[config.mk]
export PLATFORM = sky130hd
export DESIGN_NAME = i2s_rx_slave_flat
export DESIGN_NICKNAME = d
export VERILOG_FILES = /design/src/rtl/i2s_rx_slave_pkg.sv /design/src/rtl/i2s_rx_slave_if.sv /design/src/rtl/i2s_rx_slave_pin_sync.sv /design/src/rtl/i2s_rx_slave.sv /design/src/flat_wrapper.sv
export SDC_FILE = /design/constraint.sdc
export NUM_CORES = 1
export LEC_CHECK = 0
export ABC_AREA = 1
export CORE_UTILIZATION = 31
export CTS_CLUSTER_DIAMETER = 50
export DETAILED_ROUTE_END_ITERATION = 8
export MAX_ROUTING_LAYER = met4
export PLACE_DENSITY = 0.6
export SYNTH_ARGS = -nofsm -noshare
export SYNTH_HDL_FRONTEND = slang
export SYNTH_SLANG_ARGS = --single-unit
export TNS_END_PERCENT = 100
[constraint.sdc]
create_clock -name clk -period 1.58 [get_ports clk]
set_input_delay 0.158 -clock clk [delete_from_list [all_inputs] [get_ports clk]]
set_output_delay 0.158 -clock clk [all_outputs]
set_load 0.1 [all_outputs]
[src/rtl/i2s_rx_slave_pkg.sv]
// i2s_rx_slave_pkg: shared I2S slot constants and receiver FSM state type.
package i2s_pkg;
  localparam int SLOT_BITS = 32;
  localparam int BIT_CNT_W = 6;
  typedef enum logic [1:0] {SEEK, LEFT, RIGHT} state_e;
endpackage

[src/rtl/i2s_rx_slave_if.sv]
// i2s_rx_slave_if: stereo frame valid/ready stream with overrun and frame error pulses.
interface i2s_rx_slave_if #(parameter int DATA_WIDTH = 24);
  logic [DATA_WIDTH-1:0] out_left;
  logic [DATA_WIDTH-1:0] out_right;
  logic out_valid;
  logic out_ready;
  logic overrun;
  logic frame_err;
  modport master(output out_left, out_right, out_valid, overrun, frame_err, input out_ready);
  modport slave(input out_left, out_right, out_valid, overrun, frame_err, output out_ready);
endinterface

[src/rtl/i2s_rx_slave_pin_sync.sv]
// i2s_pin_sync: 2-FF synchronisers for BCLK/LRCLK/SD plus a one-cycle BCLK rise strobe.
module i2s_pin_sync (
  input  logic clk,
  input  logic rst,
  input  logic bclk_i,
  input  logic lrclk_i,
  input  logic sd_i,
  output logic bclk_rise_o,
  output logic lr_s_o,
  output logic sd_s_o
);
  logic [2:0] s1_q;
  logic [2:0] s2_q;
  logic bclk_prev_q;
  always_ff @(posedge clk) begin
    if (rst) begin
      s1_q <= '0;
      s2_q <= '0;
      bclk_prev_q <= 1'b0;
    end else begin
      s1_q <= {sd_i, lrclk_i, bclk_i};
      s2_q <= s1_q;
      bclk_prev_q <= s2_q[0];
    end
  end
  assign bclk_rise_o = s2_q[0] & ~bclk_prev_q;
  assign lr_s_o = s2_q[1];
  assign sd_s_o = s2_q[2];
endmodule

[src/rtl/i2s_rx_slave.sv]
// i2s_rx_slave: clock-slave Philips I2S receiver; define I2S_RX_FRAME_CHECK_EN to enforce 32-bit slots.
module i2s_rx_slave
  import i2s_pkg::*;
#(
  parameter int DATA_WIDTH = 24
) (
  input logic clk,
  input logic rst,
  input logic i2s_bclk,
  input logic i2s_lrclk,
  input logic i2s_sd,
  i2s_rx_slave_if.master st
);
  localparam logic [DATA_WIDTH-1:0] MSB = {1'b1, {(DATA_WIDTH-1){1'b0}}};
  logic rise, lr, sd, lr_chg, len_ok, accept;
  logic [DATA_WIDTH-1:0] shift_wr;
  state_e state_q, state_d;
  logic lr_prev_q, lr_prev_d;
  logic [BIT_CNT_W-1:0] cnt_q, cnt_d;
  logic [DATA_WIDTH-1:0] shift_q, shift_d, left_hold_q, left_hold_d, right_hold_q, right_hold_d;
  logic [DATA_WIDTH-1:0] left_q, left_d, right_q, right_d;
  logic valid_q, valid_d, pub_q, pub_d, ovr_q, ovr_d, err_q, err_d;
  i2s_pin_sync u_sync (
    .clk(clk),
    .rst(rst),
    .bclk_i(i2s_bclk),
    .lrclk_i(i2s_lrclk),
    .sd_i(i2s_sd),
    .bclk_rise_o(rise),
    .lr_s_o(lr),
    .sd_s_o(sd)
  );
`ifdef I2S_RX_FRAME_CHECK_EN
  assign len_ok = cnt_q == BIT_CNT_W'(SLOT_BITS - 1);
`else
  assign len_ok = 1'b1;
`endif
  always_comb begin
    lr_chg = rise && (lr != lr_prev_q);
    // Bits past DATA_WIDTH shift the marker out entirely and are dropped.
    shift_wr = shift_q | ({DATA_WIDTH{sd}} & (MSB >> cnt_q));
    lr_prev_d = rise ? lr : lr_prev_q;
    cnt_d = !rise ? cnt_q : lr_chg ? '0 : &cnt_q ? cnt_q : cnt_q + 1'b1;
    shift_d = !rise ? shift_q : lr_chg ? '0 : shift_wr;
    state_d = state_q;
    left_hold_d = left_hold_q;
    right_hold_d = right_hold_q;
    pub_d = 1'b0;
    err_d = 1'b0;
    if (lr_chg) begin
      if (state_q == SEEK) begin
        state_d = lr ? SEEK : LEFT;
      end else if (!len_ok) begin
        err_d = 1'b1;
        left_hold_d = '0;
        right_hold_d = '0;
        state_d = lr ? SEEK : LEFT;
      end else if (state_q == LEFT) begin
        left_hold_d = shift_wr;
        state_d = RIGHT;
      end else begin
        right_hold_d = shift_wr;
        pub_d = 1'b1;
        state_d = LEFT;
      end
    end
    accept = pub_q && (!valid_q || st.out_ready);
    valid_d = accept || (valid_q && !st.out_ready);
    left_d = accept ? left_hold_q : left_q;
    right_d = accept ? right_hold_q : right_q;
    ovr_d = pub_q && valid_q && !st.out_ready;
  end
  always_ff @(posedge clk) begin
    if (rst) begin
      state_q <= SEEK;
      lr_prev_q <= 1'b0;
      cnt_q <= '0;
      shift_q <= '0;
      left_hold_q <= '0;
      right_hold_q <= '0;
      left_q <= '0;
      right_q <= '0;
      valid_q <= 1'b0;
      pub_q <= 1'b0;
      ovr_q <= 1'b0;
      err_q <= 1'b0;
    end else begin
      state_q <= state_d;
      lr_prev_q <= lr_prev_d;
      cnt_q <= cnt_d;
      shift_q <= shift_d;
      left_hold_q <= left_hold_d;
      right_hold_q <= right_hold_d;
      left_q <= left_d;
      right_q <= right_d;
      valid_q <= valid_d;
      pub_q <= pub_d;
      ovr_q <= ovr_d;
      err_q <= err_d;
    end
  end
  assign st.out_left = left_q;
  assign st.out_right = right_q;
  assign st.out_valid = valid_q;
  assign st.overrun = ovr_q;
  assign st.frame_err = err_q;
endmodule

[src/flat_wrapper.sv]
// flat-port wrapper written by rule: the top's interface ports become plain ports
module i2s_rx_slave_flat import i2s_pkg::*;
#(
  parameter int DATA_WIDTH = 24
)
  (clk, rst, i2s_bclk, i2s_lrclk, i2s_sd, st_out_left, st_out_right, st_out_valid, st_overrun, st_frame_err, st_out_ready);
  i2s_rx_slave_if #(.DATA_WIDTH(DATA_WIDTH)) st_i ();
  input logic clk;
  input logic rst;
  input logic i2s_bclk;
  input logic i2s_lrclk;
  input logic i2s_sd;
  output wire logic [$bits(st_i.out_left)-1:0] st_out_left;
  output wire logic [$bits(st_i.out_right)-1:0] st_out_right;
  output wire logic [$bits(st_i.out_valid)-1:0] st_out_valid;
  output wire logic [$bits(st_i.overrun)-1:0] st_overrun;
  output wire logic [$bits(st_i.frame_err)-1:0] st_frame_err;
  input wire logic [$bits(st_i.out_ready)-1:0] st_out_ready;
  assign st_out_left = st_i.out_left;
  assign st_out_right = st_i.out_right;
  assign st_out_valid = st_i.out_valid;
  assign st_overrun = st_i.overrun;
  assign st_frame_err = st_i.frame_err;
  assign st_i.out_ready = st_out_ready;
  i2s_rx_slave #(.DATA_WIDTH(DATA_WIDTH)) u_core (.clk(clk), .rst(rst), .i2s_bclk(i2s_bclk), .i2s_lrclk(i2s_lrclk), .i2s_sd(i2s_sd), .st(st_i));
endmodule
==> results.json <==
{
  "layout.area.seq_sq_um": 2790,
  "reg2reg_setup_slack_ns": 0.02,
  "grt_pass1_vias": 4138,
  "cts.sinks": 139,
  "synth_edf_count": 0,
  "worstSetupStartpointType": "register",
  "crit_path_end_kind": "register",
  "min_period_ns": 1.56,
  "synth_most_common_cell": "nand2_1",
  "synthSimpleGateAreaFrac": 0.229,
  "area_growth_pct": 39.8,
  "worst_setup_path_startpoint": "u_core.cnt_q[5]",
  "grt_pass1_wl_microns": 20400,
  "netlist.area_leader.share": 0.532,
  "power_switching_share": 0.204,
  "grt_util_all_layers": 0.153,
  "cts.reportedPaths.clkPinSlew_ns": 0.06,
  "synth_area_leaders": "dfxtp_1 53%, nand2_1 11%, nor2_1 8.8%",
  "worstHoldPathType": "in2reg",
  "required_ns": 1.94,
  "syn_area_sq_um": 5230,
  "path_max_fanout": 8,
  "synthAdderAreaFrac": 0.0143,
  "io_buffer_count": 55,
  "post_drt_wl_per_cell_microns": 12.4,
  "rsz0062_at_grt": "true",
  "ys_seq_area_frac": 0.532,
  "synth-xor-area-share": 0,
  "rr_startpoint": "u_core.cnt_q[5]",
  "power_frac_clock": 0.529,
  "peakVddDrop_v": 0.000754,
  "dp_slack_ns": 0.00956,
  "grt_overflow": 0,
  "yosysWarnings": 0,
  "wl_met3_microns": 460,
  "drtPass1Iterations": 5,
  "cts_tree": "yes",
  "vias": 4335,
  "antenna_cells": 0,
  "ioPinCount": 57,
  "grt_max_degree": 49,
  "drt_first_iter_violations": 247,
  "final_area_sq_um": 7310,
  "die_h_microns": 132,
  "dr_wl_met2_microns": 5760,
  "hold_ws_ns": 0.253,
  "synthMuxAreaShare": 0,
  "multiInputGateArea_sq_um": 2080,
  "routabilityCongestion": 0.824,
  "drc": 0,
  "power_frac_comb": 0.020,
  "post-route-worst-setup-slack_ns": 0.0216,
  "fmax_mhz": 642,
  "cp.arrival_ns": 1.92,
  "switchingPower_w": 0.00160,
  "syn-instance-count": 667,
  "p_leak_nw": 3.48,
  "drive_gt1_frac": 0.180,
  "coreArea_sq_um": 16500,
  "via_per_inst": 4.47,
  "root_buffer": "clkbuf_16",
  "finalSetupViolCount": 0,
  "antenna_found_initial": 0,
  "synth_top_family_by_area": "simple AND/OR/NAND/NOR gates",
  "numCtsBuffers": 17,
  "outcome": "finished clean",
  "die_w_microns": 132,
  "clock_path_buffers": 2,
  "finish.utilization": 0.443,
  "synthTopCellsByCount": "148 x nand2_1, 139 x dfxtp_1, 123 x nor2_1, 68 x o21ai_0, 53 x inv_1",
  "design.die.area_sq_um": 17400,
  "path_class": "reg2reg",
  "routed_wl_microns": 12100,
  "clk_latency_ns": 0.43,
  "yosysTopAreaCell": "dfxtp_1",
  "place_area_sq_um": 6660,
  "synth_cell_types": 26,
  "final_cell_count_no_fill": 969,
  "start_util": 0.317,
  "avgSynthCellArea_sq_um": 7.84,
  "htreeDepth": 4,
  "power_density_nw_per_um2": 1070,
  "fin_worst_skew_ns": 0.0202,
  "synth-async-reset-ratio": 0,
  "final_nets": 749,
  "met1_length_microns": 5710,
  "num-fill-cells": 1610,
  "synth_nets": 679,
  "worst_pin_slew_ns": 0.497,
  "ys.flop_type": "dfxtp_1",
  "ant_nets": 0,
  "hold_viol_final": 0,
  "placed_cells": 938,
  "rows": 47,
  "synth_compound_area_frac": 0.146,
  "slew_viol_final": 0,
  "period_share": 0.986,
  "internal_power_w": 0.00622,
  "relSlewSlack": 0.668,
  "ys_seq_elements": 139,
  "pwr-share-seq": 0.451,
  "drv_cap": 0,
  "hold_start": "i2s_sd",
  "topRoutingLayerUsed": "met4",
  "hpwlAfterDp_microns": 8140
}
## power groups by stage
stage | sequential [W] | clock [W] | combinational (W)
after floorplan | 0.00360 | 0 | 0.000109
after global placement | 0.00360 | 0 | 0.000160
after detailed placement | 0.00360 | 0 | 0.000159
after CTS | 0.00352 | 0.00422 | 0.000159
after global routing | 0.00352 | 0.00438 | 0.000177
final | 0.00352 | 0.00414 | 0.000159
## critical path, cell delays in order, from the launching register on
cell	delay, ns
dfxtp_1	0.33
inv_1	0.10
nand3_1	0.37
o21bai_1	0.43
o21ai_0	0.17
nor2_1	0.10
## kinds of logic (layout without fill, tap and decap cells)
group / count (synthesis) / after routing
AND/OR/NAND/NOR: 296 / 296
flip-flops: 139 / 139
AO/OA/AOI/OAI: 132 / 132
buffers and inverters: 93 / 175
adder cells (fa/ha/maj): 6 / 6
other: 1 / 1
## final timing paths
path / end / cells after the start
worst max-delay path: u_core.shift_q[6] / 5
worst min register to register: u_core.u_sync.s2_q[0] / 2
worst min-delay path: u_core.u_sync.s1_q[2] / 3
worst max register to register: u_core.shift_q[6] / 5
## routing by layer
metal / track usage / vias to the layer above
met3: 0.0438 / 10
met1: 0.185 / 1999
li1: - / 2254
met4: 0.0588 / 0
met5: - / -
met2: 0.241 / 72
## registers in the layout (all words and copies together) (netlist names), 2 cells and up
| register | flops |
|---|---|
| u_core.u_sync.s2_q | 3 |
| u_core.u_sync.s1_q | 3 |
| u_core.left_hold_q | 24 |
| u_core.state_q | 2 |
| u_core.cnt_q | 6 |
| u_core.st.out_left | 24 |
| u_core.right_hold_q | 24 |
| u_core.st.out_right | 24 |
| u_core.shift_q | 24 |
## layout by cell type (no fill, tap or decap), types with 3 or more instances in the layout
master	instances
o211a_1	9
nand3_1	11
buf_12	55
nand4_1	5
o21bai_1	16
dfxtp_1	136
inv_1	52
a21oi_1	31
clkdlybuf4s50_1	5
nand2_1	147
clkinv_2	3
dfxtp_2	3
o21bai_2	7
clkinvlp_4	5
buf_4	24
ha_1	4
inv_2	6
nor2_1	123
bufinv_16	4
o21ai_0	68
clkbuf_16	17
## metrics by stage
| step | setup TNS (ns) | total power, W |
|---|---|---|
| finish | 0 | 0.00782 |
| global route | -0.427 | 0.00808 |
| CTS | 0 | 0.00790 |
| detailed placement | 0 | 0.00376 |
| global placement | 0 | 0.00376 |
| floorplan | 0 | 0.00371 |
## final cells by class
cell class | count | area share
clock buffers | 19 | 0.0606
clock inverters | 12 | 0.0236
inverters | 60 | 0.0308
multi-input cells | 435 | 0.284
flip-flops and latches | 139 | 0.381
well taps | 220 | 0.0376
repair buffers | 84 | 0.182
## repair_timing
action	CTS	global route
hold buffers	0	0
endpoints found under the setup margin	1	27
buffers inserted	0	0
resized for setup	1	11
gates cloned	0	0
No activity file was read; power rests on OpenSTA's default activity.
